<file path="src/rtl/bram_lsu.sv">
// Load/store initiator for a 1 KB big-endian byte-lane BRAM (512 x {h,l} bytes).
// Optional MISALIGN_SPLIT_EN: misaligned word accesses become two BRAM cycles instead of an error.
module bram_lsu (
    input  logic        i_clk,
    input  logic        i_rst,
    input  logic        i_req_valid,
    output logic        o_req_ready,
    input  logic        i_req_we,
    input  logic        i_req_word,
    input  logic        i_req_signed,
    input  logic [9:0]  i_req_addr,
    input  logic [15:0] i_req_wdata,
    output logic        o_rsp_valid,
    input  logic        i_rsp_ready,
    output logic [15:0] o_rsp_rdata,
    output logic        o_rsp_err,
    output logic        o_mem_en,
    output logic        o_mem_we_h,
    output logic        o_mem_we_l,
    output logic [8:0]  o_mem_addr,
    output logic [7:0]  o_mem_din_h,
    output logic [7:0]  o_mem_din_l,
    input  logic [7:0]  i_mem_dout_h,
    input  logic [7:0]  i_mem_dout_l
);
    localparam int unsigned ADDR_W  = 10;
    localparam int unsigned DATA_W  = 16;
    localparam int unsigned BYTE_W  = 8;
    localparam int unsigned WADDR_W = 9;

    localparam logic [2:0] ST_IDLE = 3'd0;
    localparam logic [2:0] ST_P0   = 3'd1;
    localparam logic [2:0] ST_W0   = 3'd2;
`ifdef MISALIGN_SPLIT_EN
    localparam logic [2:0] ST_P1   = 3'd3;
    localparam logic [2:0] ST_W1   = 3'd4;
`endif
    localparam logic [2:0] ST_RSP  = 3'd5;

    logic [2:0]        state;
    logic [2:0]        next_state;
    logic              q_we;
    logic              q_word;
    logic              q_signed;
    logic [ADDR_W-1:0] q_addr;
    logic [DATA_W-1:0] q_wdata;
    logic [DATA_W-1:0] rdata_q;
    logic [BYTE_W-1:0] rd_byte;

`ifdef MISALIGN_SPLIT_EN
    logic split;
    assign split     = q_word & q_addr[0];
    assign o_rsp_err = 1'b0;
`else
    logic req_misalign;
    logic err_q;
    assign req_misalign = i_req_word & i_req_addr[0];
    assign o_rsp_err    = err_q;
`endif

    assign o_req_ready = (state == ST_IDLE) & ~i_rst;
    assign o_rsp_valid = (state == ST_RSP);
    assign o_rsp_rdata = rdata_q;
    assign rd_byte     = q_addr[0] ? i_mem_dout_l : i_mem_dout_h;

    // State register
    always_ff @(posedge i_clk or posedge i_rst) begin
        if (i_rst) state <= ST_IDLE;
        else       state <= next_state;
    end

    // Next-state logic
    always_comb begin
        next_state = state;
        case (state)
            ST_IDLE: begin
                if (i_req_valid) begin
                    next_state = ST_P0;
`ifndef MISALIGN_SPLIT_EN
                    if (req_misalign) next_state = ST_RSP;
`endif
                end
            end
            ST_P0: begin
                next_state = q_we ? ST_RSP : ST_W0;
`ifdef MISALIGN_SPLIT_EN
                if (q_we && split) next_state = ST_P1;
`endif
            end
            ST_W0: begin
                next_state = ST_RSP;
`ifdef MISALIGN_SPLIT_EN
                if (split) next_state = ST_P1;
`endif
            end
`ifdef MISALIGN_SPLIT_EN
            ST_P1:   next_state = q_we ? ST_RSP : ST_W1;
            ST_W1:   next_state = ST_RSP;
`endif
            ST_RSP:  if (i_rsp_ready) next_state = ST_IDLE;
            default: next_state = ST_IDLE;
        endcase
    end

    // BRAM port: active only in the probe states, decoded from the latched request
    always_comb begin
        o_mem_en    = 1'b0;
        o_mem_we_h  = 1'b0;
        o_mem_we_l  = 1'b0;
        o_mem_addr  = '0;
        o_mem_din_h = '0;
        o_mem_din_l = '0;
        case (state)
            ST_P0: begin
                o_mem_en    = 1'b1;
                o_mem_we_h  = q_we & ~q_addr[0];
                o_mem_we_l  = q_we & (q_word | q_addr[0]);
                o_mem_addr  = q_addr[ADDR_W-1:1];
                o_mem_din_h = q_word ? q_wdata[15:8] : q_wdata[7:0];
                o_mem_din_l = (q_word & q_addr[0]) ? q_wdata[15:8] : q_wdata[7:0];
            end
`ifdef MISALIGN_SPLIT_EN
            ST_P1: begin
                o_mem_en    = 1'b1;
                o_mem_we_h  = q_we;
                o_mem_addr  = WADDR_W'(q_addr[ADDR_W-1:1] + 9'd1);
                o_mem_din_h = q_wdata[7:0];
            end
`endif
            default: ;
        endcase
    end

    // Request latch and response capture
    always_ff @(posedge i_clk or posedge i_rst) begin
        if (i_rst) begin
            q_we     <= 1'b0;
            q_word   <= 1'b0;
            q_signed <= 1'b0;
            q_addr   <= '0;
            q_wdata  <= '0;
            rdata_q  <= '0;
`ifndef MISALIGN_SPLIT_EN
            err_q    <= 1'b0;
`endif
        end else begin
            case (state)
                ST_IDLE: begin
                    if (i_req_valid) begin
                        q_we     <= i_req_we;
                        q_word   <= i_req_word;
                        q_signed <= i_req_signed;
                        q_addr   <= i_req_addr;
                        q_wdata  <= i_req_wdata;
                        rdata_q  <= '0;
`ifndef MISALIGN_SPLIT_EN
                        err_q    <= req_misalign;
`endif
                    end
                end
                ST_W0: begin
                    if (q_word) begin
`ifdef MISALIGN_SPLIT_EN
                        if (q_addr[0]) rdata_q[15:8] <= i_mem_dout_l;
                        else
`endif
                        rdata_q <= {i_mem_dout_h, i_mem_dout_l};
                    end else begin
                        rdata_q <= {{BYTE_W{q_signed & rd_byte[7]}}, rd_byte};
                    end
                end
`ifdef MISALIGN_SPLIT_EN
                ST_W1: rdata_q[7:0] <= i_mem_dout_h;
`endif
                ST_RSP: begin
                    if (i_rsp_ready) begin
                        rdata_q <= '0;
`ifndef MISALIGN_SPLIT_EN
                        err_q   <= 1'b0;
`endif
                    end
                end
                default: ;
            endcase
        end
    end
endmodule

</file>
<file path="config.mk">
export PLATFORM = sky130hd
export DESIGN_NAME = bram_lsu
export DESIGN_NICKNAME = d
export VERILOG_FILES = /design/src/rtl/bram_lsu.sv
export SDC_FILE = /design/constraint.sdc
export NUM_CORES = 1
export LEC_CHECK = 0
export BUFFER_PORTS_ARGS = -buffer_cell sky130_fd_sc_hd__buf_2
export CAP_MARGIN = 20
export CORE_MARGIN = 5
export CORE_UTILIZATION = 28
export CTS_CLUSTER_DIAMETER = 120
export CTS_CLUSTER_SIZE = 12
export DETAILED_ROUTE_END_ITERATION = 8
export PLACE_DENSITY_LB_ADDON = 0.3
export SETUP_SLACK_MARGIN = 0.02
export SKIP_LAST_GASP = 1
export SYNTH_ARGS = -nofsm -noshare
export SYNTH_HDL_FRONTEND = slang
export SYNTH_SLANG_ARGS = --single-unit
</file>
<file path="constraint.sdc">
create_clock -name i_clk -period 2.8 [get_ports i_clk]
set_input_delay 0 -clock i_clk [delete_from_list [all_inputs] [get_ports i_clk]]
set_output_delay 0 -clock i_clk [all_outputs]
set_load 0.005 [all_outputs]
</file>
## Yosys cells after proc, flatten, opt, wreduce, memory -nomap -nowiden

Index checks and enable logic that the tools add are counted.
Widths: inputs -> output; s select.

| storage, ports and cells | value |
|---|---|
| register bits after elaboration | 49 |
| bits of input ports | 49 |
| output and inout bits | 47 |
| word-level logic and storage cells | 50 |

| cells by class | value |
|---|---|
| eq/ne operators | 5 |
| mux-type cells | 21 |
| bitwise operators | 9 |
| reductions and logical operators | 7 |

Operators with widths:

| operator | number |
|---|---|
| $mux 16 | 3 |
| $pmux 16 s3 | 1 |
| $mux 8 | 5 |
| $mux 3 | 4 |
| $pmux 3 s4 | 1 |
| $mux 9 | 1 |
| $and 1x1->1 | 6 |
| $reduce_and 3->1 | 2 |
| $mux 1 | 5 |
| $reduce_and 2->1 | 2 |
| $eq 3x1->1 const B | 1 |
| $eq 3x2->1 const B | 1 |
| $eq 3x3->1 const B | 1 |
| $logic_not 3->1 | 1 |
| $reduce_bool 3->1 | 1 |
| $ne 2x1->1 const B | 1 |
| $ne 2x2->1 const B | 1 |
| $not 1->1 | 2 |
| $pmux 1 s2 | 1 |
| $reduce_bool 2->1 | 1 |
| $or 1x1->1 | 1 |

## Depth between registers and ports, before layout

Gate-level depths: netlist of the first run.

| depth | value |
|---|---|
| depth after elaboration | 4 |
| gate-level depth with buffers | 8 |
| depth with buffers taken out | 5 |

## Worst setup path before layout of the first run

No wires, ideal clock.

| timing | value |
|---|---|
| path type | reg2reg |
| from | register state[2] |
| to | register q_addr[3] |
| library setup time | 0.125 ns |
| arrival | 1.352 ns |
| required time | 2.675 ns |
| slack | 1.324 ns |
| stages on the path, launching flop included | 4 |
| buffers on the path | 1 |
| clock period less this slack | 1.476 ns |
| path through | dfrtp_1 nor4b_4 buf_6 mux2_2 |

| between the ends | value |
|---|---|
| longest elaborated chain between the ends | 2 |

RTL lines:

| element | RTL line | RTL |
|---|---|---|
| start: declaration | 40 | `logic [2:0] state;` |
| start signal: assignment | 69 | `else state <= next_state;` |
| $logic_not 3->1 | 147 | `case (state)` |
| $reduce_and 2->1 (no line) | -- |  |
| end signal: assignment | 153 | `q_addr <= i_req_addr;` |
| end: declaration | 45 | `logic [ADDR_W-1:0] q_addr;` |

No other way between the ends.
A chain may end at the register's enable or synchronous reset.

## Final worst setup path of the first run

| timing | value |
|---|---|
| from | register state[2] |
| to | register err_q, in the netlist o_rsp_err |

| between the ends | value |
|---|---|
| longest elaborated chain between the ends | 3 |
| elaborated cells on any way between the ends | 7 |
| those cells by class | 3 x eq/ne; 1 x mux; 3 x reduce/logical |

RTL lines:

| element | RTL line | RTL |
|---|---|---|
| $eq 3x3->1 or $logic_not 3->1 (tied branches) | 147 |  |
| $ne 2x1->1 (no line), or another cell as far along | -- |  |
| $reduce_and 3->1 (no line) | -- |  |
| end signal: assignment | 157 | `err_q <= req_misalign;` |
| end: declaration | 56 | `logic err_q;` |

Several ways; a longest one is shown, not always the timed one.

==> results.toml, run 1 <==
[clock_tree]
clock-root-buffer = "clkbuf_8"
postCtsSetupBuffers = 0
cts_max_path_buffers = 2
ctsResizeCount = 0
clk_latency_ps = 290
ctsHoldBuffers = 38
ctsHtreeMaxLevel = 2
numClockSinks = 49
clk_pin_slew_worst_paths_ps = 90
cts_tree = "done"
cts_buffers = 5

[setup_path]
path_class = "reg2reg"
r2r-end = "o_rsp_err$_DFFE_PP0P_"
endpoint = "o_rsp_err$_DFFE_PP0P_"
critPathArrivalTime_ps = 2240
crit_fanout = 31
cp_cell_sequence = "nor4b_4 -> buf_4 -> nand3_1 -> dlygate4sd3_1 -> o21ai_0"
reg2reg_depth = 5
critPathLaunch = "state[2]$_DFFE_PP0P_"
crit_path_end_kind = "flip-flop"
r2r_start = "state[2]$_DFFE_PP0P_"
worstSetupStartpointType = "flip-flop"
crit_path_max_incr_delay_ps = 570
cp_slowest_cell = "dlygate4sd3_1"
crit_required_ps = 3020
rrSetupSlack_ps = 770

[timing]
post-route-period-util = 0.723
rsz0062_at_grt = "no"
slew_violations = 0
tightest_slew_ps = 685
finalCriticalPeriod_ps = 2030
slew_headroom = 0.543
skew_ps = 3.50
setup_tns_ps = 0
timing.final.hold_violations = 0
holdWs_ps = 15.1
max_freq_mhz = 494
setup_viol = 0
setup_ws_ps = 775

[power_and_ir_drop]
p_leak_nw = 1.66
max-vdd-ir-drop_mv = 0.354
pwr-share-comb = 0.471
clkPwrFrac = 0.128
p_sw_frac = 0.381
seqPwrFrac = 0.401
switchingPower_mw = 1.25
powerDensity_nw_per_um2 = 957
p_int_mw = 2.04

[global_route]
grt_use_total = 0.133
grt_first_pass_wirelength_um = 11000
use_met3 = 0.0369
grt_use_met1 = 0.182
grt.overflow.total = 0
antenna_found_initial = 0
first_global_vias = 2161
grt_util_met2 = 0.214
grt_start_max_net_pins = 50
grt-busiest-layer = "met2"

[run_status]
status = "finished, final reports clean"

[route]
wl_per_cell_um = 15.1
wl_um = 6770
drt_iter0_drc = 43
ant_nets = 0
dr.pass1.iters = 4
vias_per_cell = 4.67
num_vias = 2093
drc = 0

[synth]
yosysSeqAreaShare = 0.513
async_flop_share = 1.00
synth_xor_area_frac = 0
synth_area_um2 = 2390
netlist_instances = 210
synth_top_family_by_area = "multiplexers"
synth_mux_area_frac = 0.199
synth_cell_types = 30
synth.net_count = 259
synth_fa_ha_area_frac = 0
synth-simple-area-share = 0.138
synth_edf_count = 0
syn-mean-instance-area_um2 = 11.4
ys_ff_latch = 49
yosys_warnings = 0
synth_compound_area_frac = 0.101
synthFlopType = "dfrtp_1"

[place]
io_buffers = 95
post-place-ws_ps = 1090
dp_hpwl_um = 4640
place_congestion = 0.801

[die]
die_y_um = 102
num_rows = 33
start_util = 0.290
fp.dieW_um = 102
pin_count = 96
coreArea_um2 = 8260
die_area_um2 = 10500

[hold_path]
hold_path_class = "in2reg"

[run]
cap_violations = 0

[layout]
nets = 392
layout-drive-gt1-share = 0.399
syn_to_final_growth_pct = 43.8
diodes = 0
-- metal layers --
metal  routed length (um)  vias up
li1                     -     1001
met1                 3060     1019
met2                 3180       71
met3                  506        2
met4                   21        0
met5                    0        -
-- cells in the final DEF, fill, tap and decap left out, types with 6 or more instances in the layout --
cell type	count
inv_1	9
o2bb2ai_1	8
nor2_1	14
and2_1	10
dfrtp_1	49
o32ai_1	8
mux2_2	27
nor2b_1	8
nand2_1	13
a21oi_1	9
mux2i_1	15
dlygate4sd3_1	39
clkbuf_8	6
buf_2	95
nand3_1	9
-- power by group through the flow --
stage,sequential (mW),clock [mW],combinational [mW]
3_3_place_gp,1.32,0,1.50
6_report,1.32,0.423,1.55
5_1_grt,1.38,0.476,1.73
3_5_place_dp,1.33,0,1.53
4_1_cts,1.32,0.444,1.58
2_1_floorplan,1.23,0,1.10
-- cells in the mapped netlist (8+ instances only) --
cell type | instances | area [um2]
dfrtp_1 | 49 | 1230
mux2_2 | 27 | 304
mux2i_1 | 15 | 150
nor2_1 | 14 | 52.6
nand2_1 | 13 | 48.8
and2_1 | 10 | 62.6
inv_1 | 10 | 37.5
a21oi_1 | 9 | 45.0
nand3_1 | 9 | 45.0
nor2b_1 | 8 | 50.1
o2bb2ai_1 | 8 | 70.1
o32ai_1 | 8 | 70.1
-- critical path, delay by kind of cell, from the launching register on --
| kind | cells | cell delay [ps] |
|---|---|---|
| DFF | 1 | 480 |
| buffers and inverters | 2 | 980 |
| AOI/OAI and AO/OA | 1 | 70 |
| and+or+nand+nor | 2 | 410 |
-- logic make-up after synthesis --
kind of cell | count (synthesis)
DFF | 49
muxes | 44
and+or+nand+nor | 62
buffers and inverters | 22
AOI/OAI and AO/OA | 33
-- stage by stage --
step	instance area [um2]	total power, mW	instances	util
after floorplan	2390	2.33	210	-
after global placement	2940	2.82	401	0.356
after detailed placement	2940	2.86	401	0.356
after CTS	3410	3.34	446	0.413
after global routing	3440	3.58	448	0.417
final	3440	3.29	448	0.417
-- how the worst min path moves through the flow --
stage               depth (start not counted)                    endpoint  slack, ps            start
floorplan                                   1                 o_req_ready         30            i_rst
global placement                            2       q_addr[2]$_DFFE_PP0P_        220    i_req_addr[2]
detailed placement                          2     q_wdata[13]$_DFFE_PP0P_        240  i_req_wdata[13]
CTS                                         3  o_rsp_rdata[6]$_DFFE_PP0P_          2  i_mem_dout_h[6]
global route                                3  o_rsp_rdata[6]$_DFFE_PP0P_          9  i_mem_dout_h[6]
finish                                      3  o_rsp_rdata[1]$_DFFE_PP0P_         20  i_mem_dout_h[1]
-- sequential cells by signal, summed over array words and instances, names as in the netlist --
signal,cells
q_word,1
q_addr,10
state,3
q_wdata,16
o_rsp_rdata,16
o_rsp_err,1
q_signed,1
q_we,1
-- layout make-up --
cell class	count	area [um2]
well taps	105	131
multi-input cells	139	1050
clock buffers	7	86.3
fillers	832	4820
flip-flops and latches	49	1230
repair buffers	138	908
inverters	10	37.5
Power figures use the tool's default switching activity.
==> run 2, diff against run 1 <==
--- a/config.mk
+++ b/config.mk
@@ -5,6 +5,7 @@
 export SDC_FILE = /design/constraint.sdc
 export NUM_CORES = 1
 export LEC_CHECK = 0
+export ABC_AREA = 1
 export BUFFER_PORTS_ARGS = -buffer_cell sky130_fd_sc_hd__buf_2
 export CAP_MARGIN = 20
 export CORE_MARGIN = 5
==> constraint.sdc (replaced) <==
create_clock -name i_clk -period 2 [get_ports i_clk]
set_input_delay 0 -clock i_clk [delete_from_list [all_inputs] [get_ports i_clk]]
set_output_delay 0 -clock i_clk [all_outputs]
set_load 0.005 [all_outputs]
==> run 2 against run 1 <==
Effect of this change: flip-flop and latch count unchanged; global-route usage decreased by 0.62 points; core utilization decreased by 1.2 points; synthesized cell count increased by 56%; design area increased by 1.6%; critical path depth increased by 1; sequential power increased by 33%; setup slack got worse by 480 ps; critical path type is now reg2out; critical endpoint is now o_mem_din_h[0].
==> results.toml, run 2 <==
[run_status]
status = "finished, final reports clean"

[route]
ant_nets = 0
dr.pass1.iters = 5
wl_um = 6870
drt_iter0_drc = 85
vias_per_cell = 4.33
drc = 0
wl_per_cell_um = 12.1
num_vias = 2465

[global_route]
grt_use_total = 0.127
grt.overflow.total = 0
grt_start_max_net_pins = 59
first_global_vias = 2454
grt_first_pass_wirelength_um = 11600
antenna_found_initial = 0

[power_and_ir_drop]
powerDensity_nw_per_um2 = 1290
max-vdd-ir-drop_mv = 0.436
p_leak_nw = 2.03
total_power_mw = 4.50

[clock_tree]
cts_buffers = 5
numClockSinks = 49
clock-root-buffer = "clkbuf_8"
ctsHtreeMaxLevel = 2
cts_max_path_buffers = 2
cts_tree = "done"
clk_pin_slew_worst_paths_ps = 90
postCtsSetupBuffers = 0
ctsHoldBuffers = 38
ctsResizeCount = 0
clk_latency_ps = 300

[layout]
fillers = 907
nets = 509
layout-drive-gt1-share = 0.252
final_core_util = 0.405
diodes = 0
final_common_cell = "nand2_1"
layout_common_cells = "112 x nand2_1, 95 x buf_2, 49 x dfrtp_1"
syn_to_final_growth_pct = 42.2

[synth]
synth_area_um2 = 2460
synth_top_area_share = 0.499
yosys_warnings = 0
netlist.top_cell.by_area = "dfrtp_1"
syn-mean-instance-area_um2 = 7.49
ys_ff_latch = 49
synth.net_count = 377
netlist_instances = 328
async_flop_share = 1.00
synthTopCellsByCount = "112 x nand2_1, 49 x dfrtp_1, 47 x inv_1"
yosysSeqAreaShare = 0.499
synth_cell_types = 18
synthFlopType = "dfrtp_1"
synth_top_cells_by_area = "dfrtp_1 50%, nand2_1 17%, a21oi_1 8.4%"
synth.most_common_cell = "nand2_1"
synth_edf_count = 0

[setup_path]
crit_required_ps = 2000
critPathArrivalTime_ps = 1710
critPathLaunch = "state[1]$_DFFE_PP0P_"
crit_path_end_kind = "primary output"
crit_fanout = 26
rrSetupSlack_ps = 560
r2r_start = "state[2]$_DFFE_PP0P_"
worstSetupStartpointType = "flip-flop"
reg2reg_depth = 5
path_class = "reg2out"

[place]
io_buffers = 95
post-place-ws_ps = 587
place_congestion = 0.829
dp_hpwl_um = 4750

[timing]
setup_tns_ps = 0
setup_viol = 0
finalCriticalPeriod_ps = 1710
slew_headroom = 0.575
slew_violations = 0
post-route-period-util = 0.853
max_freq_mhz = 586
rsz0062_at_grt = "no"
tightest_slew_ps = 637
skew_ps = 7.00
timing.final.hold_violations = 0
setup_ws_ps = 293

[die]
pin_count = 96
fp.dieW_um = 104
die_area_um2 = 10700
coreArea_um2 = 8640
num_rows = 34
die_y_um = 104
start_util = 0.285

[hold_path]
min_delay_path_depth = 5
hold_path_class = "in2reg"
hold_path_startpoint = "i_mem_dout_h[4]"

[run]
cap_violations = 0
[run 2: where the power goes]
group / internal, mW / switching, mW
combinational: 0.835 / 1.27
sequential: 1.44 / 0.313
clock: 0.313 / 0.328
total: 2.59 / 1.91
[run 2: stage by stage]
stage               cells  instance area, um2  hold slack, ps
finish                569                3490            56.9
global placement      523                3010             215
CTS                   569                3490            45.6
global route          569                3490            72.8
floorplan             328                2460            31.1
detailed placement    523                3010             222
[run 2: worst paths after layout]
kind | to
min in group asynchronous | o_rsp_err$_DFFE_PP0P_
worst min-delay path | o_rsp_rdata[4]$_DFFE_PP0P_
worst max register to register | o_rsp_rdata[6]$_DFFE_PP0P_
max in group asynchronous | q_wdata[1]$_DFFE_PP0P_
worst min register to register | state[1]$_DFFE_PP0P_
worst max-delay path | o_mem_din_h[0]
[run 2: routing by layer]
metal / routed length, um / global-route usage / vias to the layer above
met5: 0 / 0 / -
met3: 542 / 0.0435 / 2
met4: 29 / 0.0268 / 0
met1: 3150 / 0.166 / 1105
met2: 3150 / 0.203 / 85
li1: - / - / 1273
[run 2: cell families after synthesis]
logic type | count (synthesis) | synth area share
compound gates | 68 | 0.141
flops | 49 | 0.499
simple gates | 149 | 0.243
buf+inv | 62 | 0.118
[run 2: critical path, stage by stage (launching register included)]
cell and delay (ps):
dfrtp_1 390, inv_1 170, nand2_1 90, nor2_2 160, inv_2 210, a21oi_1 230
buf_2 150
[run 2: cell type report]
class | count | area (um2) | area share
Tap cell | 108 | 135 | 0.0387
Timing Repair Buffer | 138 | 906 | 0.259
Clock buffer | 7 | 96.3 | 0.0276
Inverter | 49 | 184 | 0.0526
Sequential cell | 49 | 1230 | 0.351
Clock inverter | 1 | 5.00 | 0.00143
Multi-Input combinational cell | 217 | 942 | 0.270
==> run 3, diff against run 2 <==
==> constraint.sdc (replaced) <==
create_clock -name i_clk -period 2.04 [get_ports i_clk]
set_input_delay 0 -clock i_clk [delete_from_list [all_inputs] [get_ports i_clk]]
set_output_delay 0 -clock i_clk [all_outputs]
set_load 0.005 [all_outputs]
==> run 3 against run 2 <==
Effect of this change: clock power down 9.4%; count of clock-buffer cells in the layout unchanged; global-route usage up 0.22 points; setup slack better by 61 ps; clock skew about the same; total power down 3.0%; largest cell class unchanged; via count down 0.49%; final cell count unchanged; critical path type unchanged.
==> results.toml, run 3 (same netlist as run 2, synthesis figures left out) <==
[layout]
diodes = 0
fillers = 898
final_common_cell = "nand2_1"
layout-drive-gt1-share = 0.249
fin_cells = 569
syn_to_final_growth_pct = 41.9
layout_common_cells = "112 x nand2_1, 95 x buf_2, 49 x dfrtp_1"
multiInputGateArea_um2 = 942
nets = 510
final_area_um2 = 3490
seqCellArea_um2 = 1230
final_core_util = 0.404

[die]
coreArea_um2 = 8640
die_y_um = 104
fp.dieW_um = 104
start_util = 0.285
pin_count = 96
die_area_um2 = 10700
num_rows = 34

[route]
vias_per_cell = 4.31
drt_iter0_drc = 64
ant_nets = 0
wl_um = 6860
dr.pass1.iters = 4
num_vias = 2453
drc = 0
wl_per_cell_um = 12.0

[clock_tree]
ctsHtreeMaxLevel = 2
cts_max_path_buffers = 2
clk_pin_slew_worst_paths_ps = 90
ctsResizeCount = 0
numClockSinks = 49
cts_tree = "done"
cts_buffers = 5
postCtsSetupBuffers = 0
clk_latency_ps = 300
clock-root-buffer = "clkbuf_8"

[timing]
slew_violations = 0
holdWs_ps = 52.2
setup_tns_ps = 0
post-route-period-util = 0.826
setup_ws_ps = 355
tightest_slew_ps = 790
timing.final.hold_violations = 0
skew_ps = 7.16
rsz0062_at_grt = "no"
setup_viol = 0
finalCriticalPeriod_ps = 1690
slew_headroom = 0.474
max_freq_mhz = 593

[global_route]
grt_first_pass_wirelength_um = 11800
grt_util_met2 = 0.214
use_met3 = 0.0404
grt_start_max_net_pins = 59
first_global_vias = 2503
grt.overflow.total = 0
grt_use_met1 = 0.164
grt-busiest-layer = "met2"
grt_use_total = 0.129
antenna_found_initial = 0

[setup_path]
rrSetupSlack_ps = 570
path_delay_family = "buffers and inverters"
worstSetupStartpointType = "flip-flop"
cp_cell_sequence = "inv_1 -> nand2_1 -> nor2_2 -> inv_2 -> a21oi_1 -> buf_2"
r2r-end = "o_rsp_rdata[6]$_DFFE_PP0P_"
crit_fanout = 26
path_class = "reg2out"
crit_path_max_incr_delay_ps = 400
reg2reg_depth = 5
crit_required_ps = 2040
crit_buf_inv = 3
critPathArrivalTime_ps = 1690
crit_path_end_kind = "primary output"
cp_slowest_cell = "dfrtp_1"
r2r_start = "state[2]$_DFFE_PP0P_"

[power_and_ir_drop]
powerDensity_nw_per_um2 = 1250
max-vdd-ir-drop_mv = 0.393
total_power_mw = 4.36
p_leak_nw = 2.03

[hold_path]
hold_path_startpoint = "i_mem_dout_h[4]"
hold_path_class = "in2reg"
whs_endpoint = "o_rsp_rdata[4]$_DFFE_PP0P_"
min_delay_path_depth = 5

[place]
dp_hpwl_um = 4800
place_congestion = 0.801
place_area_um2 = 3020
post-place-ws_ps = 599
io_buffers = 95
dp_cells = 524

[run]
cap_violations = 0

[run_status]
status = "finished, final reports clean"
==> run 3: cell count changes in the layout (fill, tap and decap cells not counted) <==
cell,previous run,this run
buf_4,4,5
clkbuf_1,0,1
clkbuf_8,7,6
clkinv_2,1,0
==> run 3: power by group <==
part / total [mW] / switching (mW) / internal, mW
clock: 0.581 / 0.311 / 0.270
combinational: 2.06 / 1.24 / 0.820
sequential: 1.72 / 0.308 / 1.41
total: 4.36 / 1.86 / 2.50
==> run 3: tightest hold or removal path: stages <==
cell,delay (ps)
buf_2,80
inv_1,40
nand2_1,60
o211ai_1,80
nand2_1,70
==> run 3: cell type report <==
class	count	area share
Sequential cell	49	0.352
Multi-Input combinational cell	217	0.270
Timing Repair Buffer	139	0.262
Inverter	49	0.0527
Tap cell	108	0.0388
Clock buffer	7	0.0248
==> run 3: worst max-delay path by stage <==
stage                         start                         end  depth (start not counted)
5_1_grt        state[1]$_DFFE_PP0P_              o_mem_din_l[7]                          6
6_report       state[1]$_DFFE_PP0P_              o_mem_din_l[7]                          6
2_1_floorplan  state[2]$_DFFE_PP0P_  o_rsp_rdata[2]$_DFFE_PP0P_                          7
4_1_cts        state[1]$_DFFE_PP0P_              o_mem_din_l[7]                          6
3_3_place_gp     q_word$_DFFE_PP0P_  o_rsp_rdata[3]$_DFFE_PP0P_                          4
3_5_place_dp   state[2]$_DFFE_PP0P_  o_rsp_rdata[6]$_DFFE_PP0P_                          5
==> run 3: timing repair <==
item                       4_1_cts  5_1_grt
setup endpoints to repair        0        0
hold buffers                    38        0
hold endpoints to repair        72        0
==> run 3: metal layers <==
layer,share of wire,wire (um)
met1,0.47,3220
met2,0.45,3090
met5,0,0
met3,0.071,486
met4,0.0074,51
